### config.mk
export PLATFORM = sky130hd
export DESIGN_NAME = divider_unit
export DESIGN_NICKNAME = d
export VERILOG_FILES = /design/src/rtl/divider_unit.sv
export SDC_FILE = /design/constraint.sdc
export NUM_CORES = 1
export LEC_CHECK = 0
export BUFFER_PORTS_ARGS = -buffer_cell sky130_fd_sc_hd__buf_2
export CAP_MARGIN = 20
export CORE_ASPECT_RATIO = 1.5
export CORE_MARGIN = 2
export CORE_UTILIZATION = 40
export DETAILED_ROUTE_END_ITERATION = 6
export HOLD_SLACK_MARGIN = 0.1
export PLACE_DENSITY = 0.6
export SETUP_SLACK_MARGIN = 0.1
export SYNTH_ARGS = -nofsm -noshare
export SYNTH_HDL_FRONTEND = slang
export SYNTH_SLANG_ARGS = --single-unit
### constraint.sdc
create_clock -name clk -period 9.5 [get_ports clk]
set_clock_uncertainty 0.15 [all_clocks]
set_input_delay 0.475 -clock clk [delete_from_list [all_inputs] [get_ports clk]]
set_output_delay 0.475 -clock clk [all_outputs]
set_load 0.05 [all_outputs]
### src/rtl/divider_unit.sv
// Multicycle radix-2 restoring divider for RV32M DIV/DIVU/REM/REMU.
// Divide-by-zero and signed overflow resolve at accept without iterating.
module divider_unit #(
    parameter int unsigned WIDTH = 32
) (
    input  logic             clk,
    input  logic             resetn,
    input  logic [1:0]       DIVop,
    input  logic [WIDTH-1:0] dividend,
    input  logic [WIDTH-1:0] divisor,
    input  logic             div_valid,
    output logic             div_ready,
    output logic [WIDTH-1:0] div_rdata,
    output logic             busy
);

    localparam int unsigned CW = (WIDTH > 1) ? $clog2(WIDTH) : 1;

    typedef enum logic [1:0] {
        S_IDLE,
        S_CALC,
        S_DONE
    } state_t;

    state_t           r_state;
    logic [CW-1:0]    r_cnt;
    logic [WIDTH-1:0] r_rem;
    logic [WIDTH-1:0] r_quo;
    logic [WIDTH-1:0] r_div;
    logic             r_is_rem;
    logic             r_q_neg;
    logic             r_r_neg;
    logic             r_ready;
    logic [WIDTH-1:0] r_rdata;
    logic             r_busy;

    logic             w_signed;
    logic             w_a_neg;
    logic             w_b_neg;
    logic [WIDTH-1:0] w_a_mag;
    logic [WIDTH-1:0] w_b_mag;
    logic             w_div_zero;
    logic             w_ovf;
    logic [WIDTH-1:0] w_special;
    logic [WIDTH:0]   w_shift;
    logic             w_ge;
    logic [WIDTH-1:0] w_rem_nx;
    logic [WIDTH-1:0] w_quo_nx;
    logic [WIDTH-1:0] w_result;

    always_comb begin
        w_signed   = ~DIVop[0];
        w_a_neg    = w_signed & dividend[WIDTH-1];
        w_b_neg    = w_signed & divisor[WIDTH-1];
        w_a_mag    = w_a_neg ? -dividend : dividend;
        w_b_mag    = w_b_neg ? -divisor : divisor;
        w_div_zero = (divisor == '0);
        w_ovf      = w_signed & (dividend == {1'b1, {(WIDTH-1){1'b0}}}) & (divisor == '1);

        w_special = '0;
        if (w_div_zero)
            w_special = DIVop[1] ? dividend : '1;
        else if (w_ovf)
            w_special = DIVop[1] ? '0 : {1'b1, {(WIDTH-1){1'b0}}};

        // Shifted remainder needs WIDTH+1 bits; once the trial succeeds the
        // difference is below the divisor, so a WIDTH-bit subtract is exact.
        w_shift  = {r_rem, r_quo[WIDTH-1]};
        w_ge     = (w_shift >= {1'b0, r_div});
        w_rem_nx = w_ge ? (w_shift[WIDTH-1:0] - r_div) : w_shift[WIDTH-1:0];
        w_quo_nx = {r_quo[WIDTH-2:0], w_ge};

        if (r_is_rem)
            w_result = r_r_neg ? -w_rem_nx : w_rem_nx;
        else
            w_result = r_q_neg ? -w_quo_nx : w_quo_nx;
    end

    always_ff @(posedge clk or negedge resetn) begin
        if (!resetn) begin
            r_state  <= S_IDLE;
            r_cnt    <= '0;
            r_rem    <= '0;
            r_quo    <= '0;
            r_div    <= '0;
            r_is_rem <= 1'b0;
            r_q_neg  <= 1'b0;
            r_r_neg  <= 1'b0;
            r_ready  <= 1'b0;
            r_rdata  <= '0;
            r_busy   <= 1'b0;
        end else begin
            case (r_state)
                S_IDLE: begin
                    if (div_valid) begin
                        r_is_rem <= DIVop[1];
                        r_busy   <= 1'b1;
                        if (w_div_zero || w_ovf) begin
                            r_rdata <= w_special;
                            r_ready <= 1'b1;
                            r_state <= S_DONE;
                        end else begin
                            r_rem   <= '0;
                            r_quo   <= w_a_mag;
                            r_div   <= w_b_mag;
                            r_q_neg <= w_a_neg ^ w_b_neg;
                            r_r_neg <= w_a_neg;
                            r_cnt   <= CW'(WIDTH - 1);
                            r_state <= S_CALC;
                        end
                    end
                end
                S_CALC: begin
                    r_rem <= w_rem_nx;
                    r_quo <= w_quo_nx;
                    r_cnt <= r_cnt - CW'(1);
                    // Final iteration's result is registered directly so the
                    // done pulse coincides with entry to DONE.
                    if (r_cnt == '0) begin
                        r_rdata <= w_result;
                        r_ready <= 1'b1;
                        r_state <= S_DONE;
                    end
                end
                S_DONE: begin
                    r_ready <= 1'b0;
                    r_busy  <= 1'b0;
                    r_state <= S_IDLE;
                end
                default: begin
                    r_ready <= 1'b0;
                    r_busy  <= 1'b0;
                    r_state <= S_IDLE;
                end
            endcase
        end
    end

    assign div_ready = r_ready;
    assign div_rdata = r_rdata;
    assign busy      = r_busy;

endmodule

==> impl_metrics.py <==
metrics = {
    "run_status": {
        "status": "finished clean",
    },
    "sta": {
        "fin_tns_setup_ps": 0,
        "worst_pin_slew_ps": 1157,
        "slew_viol_final": 0,
        "final_hold_viol_count": 0,
        "setup_viol": 0,
        "max_freq_mhz": 173.6,
        "finalCritPeriodShare_pct": 60.64,
        "max_slew_margin_pct": 22.87,
        "period_minus_slack_ps": 5760,
        "rsz0062_at_grt": "false",
        "worst_slack_ps": 3740,
    },
    "critical_path": {
        "arrival_ps": 6000,
        "cp-startpoint": "r_rem[19]$_DFFE_PN0P_",
        "reg2reg_from": "r_rem[19]$_DFFE_PN0P_",
        "critical_path_class": "register to register",
        "cpLargestDelayFamily": "compound AO/OA/AOI/OAI gates",
        "slowest_delay_ps": 440,
        "required_ps": 9740,
        "worstSetupStartpointType": "register",
        "reg2reg_slack_ps": 3740,
        "path_buf_inv": 4,
        "crit_path_end_kind": "register",
        "cp_slowest_cell": "dfrtp_1",
        "worstPathMaxFanout": 52,
        "path_cells": "ha_1 > a21oi_1 > o21ai_0 > a221oi_2 > o21ai_2 > a21o_2 > buf_4 > inv_2 > buf_4 > mux2i_1 > ha_1 > inv_1 > or3_1 > nor3_1 > o221a_2 > a31oi_1 > xnor2_1 > a222oi_1 > mux2_4",
    },
    "die": {
        "row_count": 76,
        "die_w_um": 143.9,
        "boundaryPins": 103,
        "initial_core_util_pct": 40.75,
        "dieArea_mm2": 0.03076,
        "coreArea_mm2": 0.02881,
        "die_h_um": 213.8,
    },
    "finish": {
        "stdcell_area_mm2": 0.01321,
        "layout-drive-gt1-share_pct": 12.09,
        "multiInputGateArea_mm2": 0.007680,
        "ff_latch_area_mm2": 0.003503,
        "syn2layout_area_growth_pct": 12.49,
        "final_core_util_pct": 45.84,
        "final.fill_count": 2941,
        "antenna_cells": 0,
        "final_cell_mix": "nand2_1 (173), nor2_1 (167), o21ai_0 (159)",
        "final_common_cell": "nand2_1",
        "num-nets-final": 1668,
    },
    "clock_tree": {
        "hold_buffers": 1,
        "cts_setup_buffers": 0,
        "h-tree-depth": 4,
        "cts_sinks": 140,
        "cts.repair.resized": 0,
        "clockRootBuffer": "clkbuf_16",
        "clk_latency_ps": 460,
        "cts_buffers": 17,
        "cts_max_path_buffers": 2,
        "cts_tree": "built",
        "clk_pin_slew_ps": 60,
    },
    "routing": {
        "vias_per_cell": 5.878,
        "vias": 11533,
        "drt_iter0_markers": 839,
        "ant_nets": 0,
        "drtPass1Iterations": 7,
        "avgRoutedWirePerCell_um": 19.84,
        "drcViolationCount": 0,
        "drt_wl_total_um": 38920,
    },
    "min_path": {
        "hp-class": "primary input to register",
        "hp-start": "div_valid",
    },
    "power": {
        "p_clk_share_pct": 14.7,
        "power_density_mw_per_mm2": 407.8,
        "power.total_w": 0.005385,
        "intPower_w": 0.002577,
        "p_comb_share_pct": 64.5,
        "vdd_drop_max_mv": 0.1676,
        "p_switching_w": 0.002808,
        "power.leakage_nw": 5.460,
        "switching_share_pct": 52.15,
        "p_seq_share_pct": 20.9,
    },
    "place": {
        "placed_area_mm2": 0.01251,
        "place_congestion": 0.8938,
        "dp.final_hpwl_um": 29300,
        "dp_slack_ps": 3864,
        "portBuffers": 102,
    },
    "yosys": {
        "synth_nets": 1612,
        "synth.yosys.warnings": 0,
        "async_flop_share_pct": 100.0,
        "syn_inst": 1503,
        "synth_edf_count": 0,
        "synth_area_mm2": 0.01174,
        "ys_seq_area_share_pct": 29.84,
        "synth_seq_cells": 140,
        "avgSynthCellArea_um2": 7.811,
        "synth_cell_types": 87,
        "synthFlopType": "dfrtp_1",
    },
    "global_routing": {
        "grt_pass1_wl_um": 61230,
        "grt_pass1_vias": 11242,
        "grt_overflow": 0,
        "grt_usage_pct": 25.68,
        "antenna_found_initial": 0,
        "grt_max_degree": 79,
    },
    "job": {
        "maxCapViolCount": 0,
    },
}
## metal layers
layer  share of wire [%]  track usage [%]  vias up
met5                   0                0        -
met4                 3.8            11.22        0
met3                 4.5            3.238       90
met2                  50            44.75      379
met1                  42            31.68     5488
li1                    -                -     5576
## cells in the mapped netlist (21+ instances only)
cell type	instances	share of area, %
nand2_1	174	5.6
nor2_1	168	5.4
o21ai_0	159	6.8
dfrtp_1	140	30
a21oi_1	110	4.7
xnor2_1	81	6.0
inv_1	53	1.7
xor2_1	50	3.7
clkbuf_1	42	1.3
ha_1	39	4.2
nor3_1	35	1.5
a221o_1	30	2.6
buf_2	27	1.2
o31ai_1	26	1.7
or3_1	26	1.4
o211ai_1	23	1.5
nand4_1	21	1.1
## layout make-up
type / count / share of cell area [%]
clock inverter: 11 / 1.620
multi-input combinational: 1226 / 58.15
inverter: 55 / 1.563
clock buffer: 21 / 3.487
sequential: 140 / 26.53
tap: 390 / 3.695
timing repair buffer: 119 / 4.955
## flip-flops by register name (all words and copies together) (netlist names)
| signal | cells |
|---|---|
| r_div | 32 |
| r_r_neg | 1 |
| r_state | 2 |
| r_cnt | 5 |
| r_quo | 32 |
| div_rdata | 32 |
| r_is_rem | 1 |
| r_rem | 32 |
| busy | 1 |
| div_ready | 1 |
| r_q_neg | 1 |
## power groups by stage
stage | clock, W | sequential, W | combinational [W]
floorplan | 0 | 0.00127 | 0.00242
global placement | 0 | 0.00113 | 0.00340
detailed placement | 0 | 0.00113 | 0.00343
CTS | 0.000801 | 0.00113 | 0.00344
global route | 0.000825 | 0.00116 | 0.00383
finish | 0.000791 | 0.00112 | 0.00347
## final timing paths
check                                            endpoint  depth (start not counted)
worst max register to register  div_rdata[24]$_DFFE_PN0P_                         19
worst min register to register      r_div[23]$_DFFE_PN0P_                          2
min in group asynchronous           r_div[30]$_DFFE_PN0P_                          2
worst min-delay path                     busy$_DFFE_PN0P_                          3
worst max-delay path            div_rdata[24]$_DFFE_PN0P_                         19
max in group asynchronous            r_is_rem$_DFFE_PN0P_                          3
## through the flow
| stage | hold slack (ps) | std cells |
|---|---|---|
| 4_1_cts | 152.8 | 1961 |
| 2_1_floorplan | 29.41 | 1503 |
| 3_5_place_dp | 313.0 | 1928 |
| 3_3_place_gp | 313.0 | 1928 |
| 5_1_grt | 218.9 | 1962 |
| 6_report | 167.5 | 1962 |
## cells by family after synthesis
group,synth area share [%]
AO/OA/AOI/OAI,27.64
flip-flops,29.84
multiplexers,2.036
AND/OR/NAND/NOR,21.52
adder cells (fa/ha/maj),4.327
buffers and inverters,4.870
XOR/XNOR,9.773
## worst min-delay path: stages
cell and delay [ps]:
buf_2 110, a21oi_1 70, nor2_1 80
Note: power is estimated with default switching activity, not from simulation.
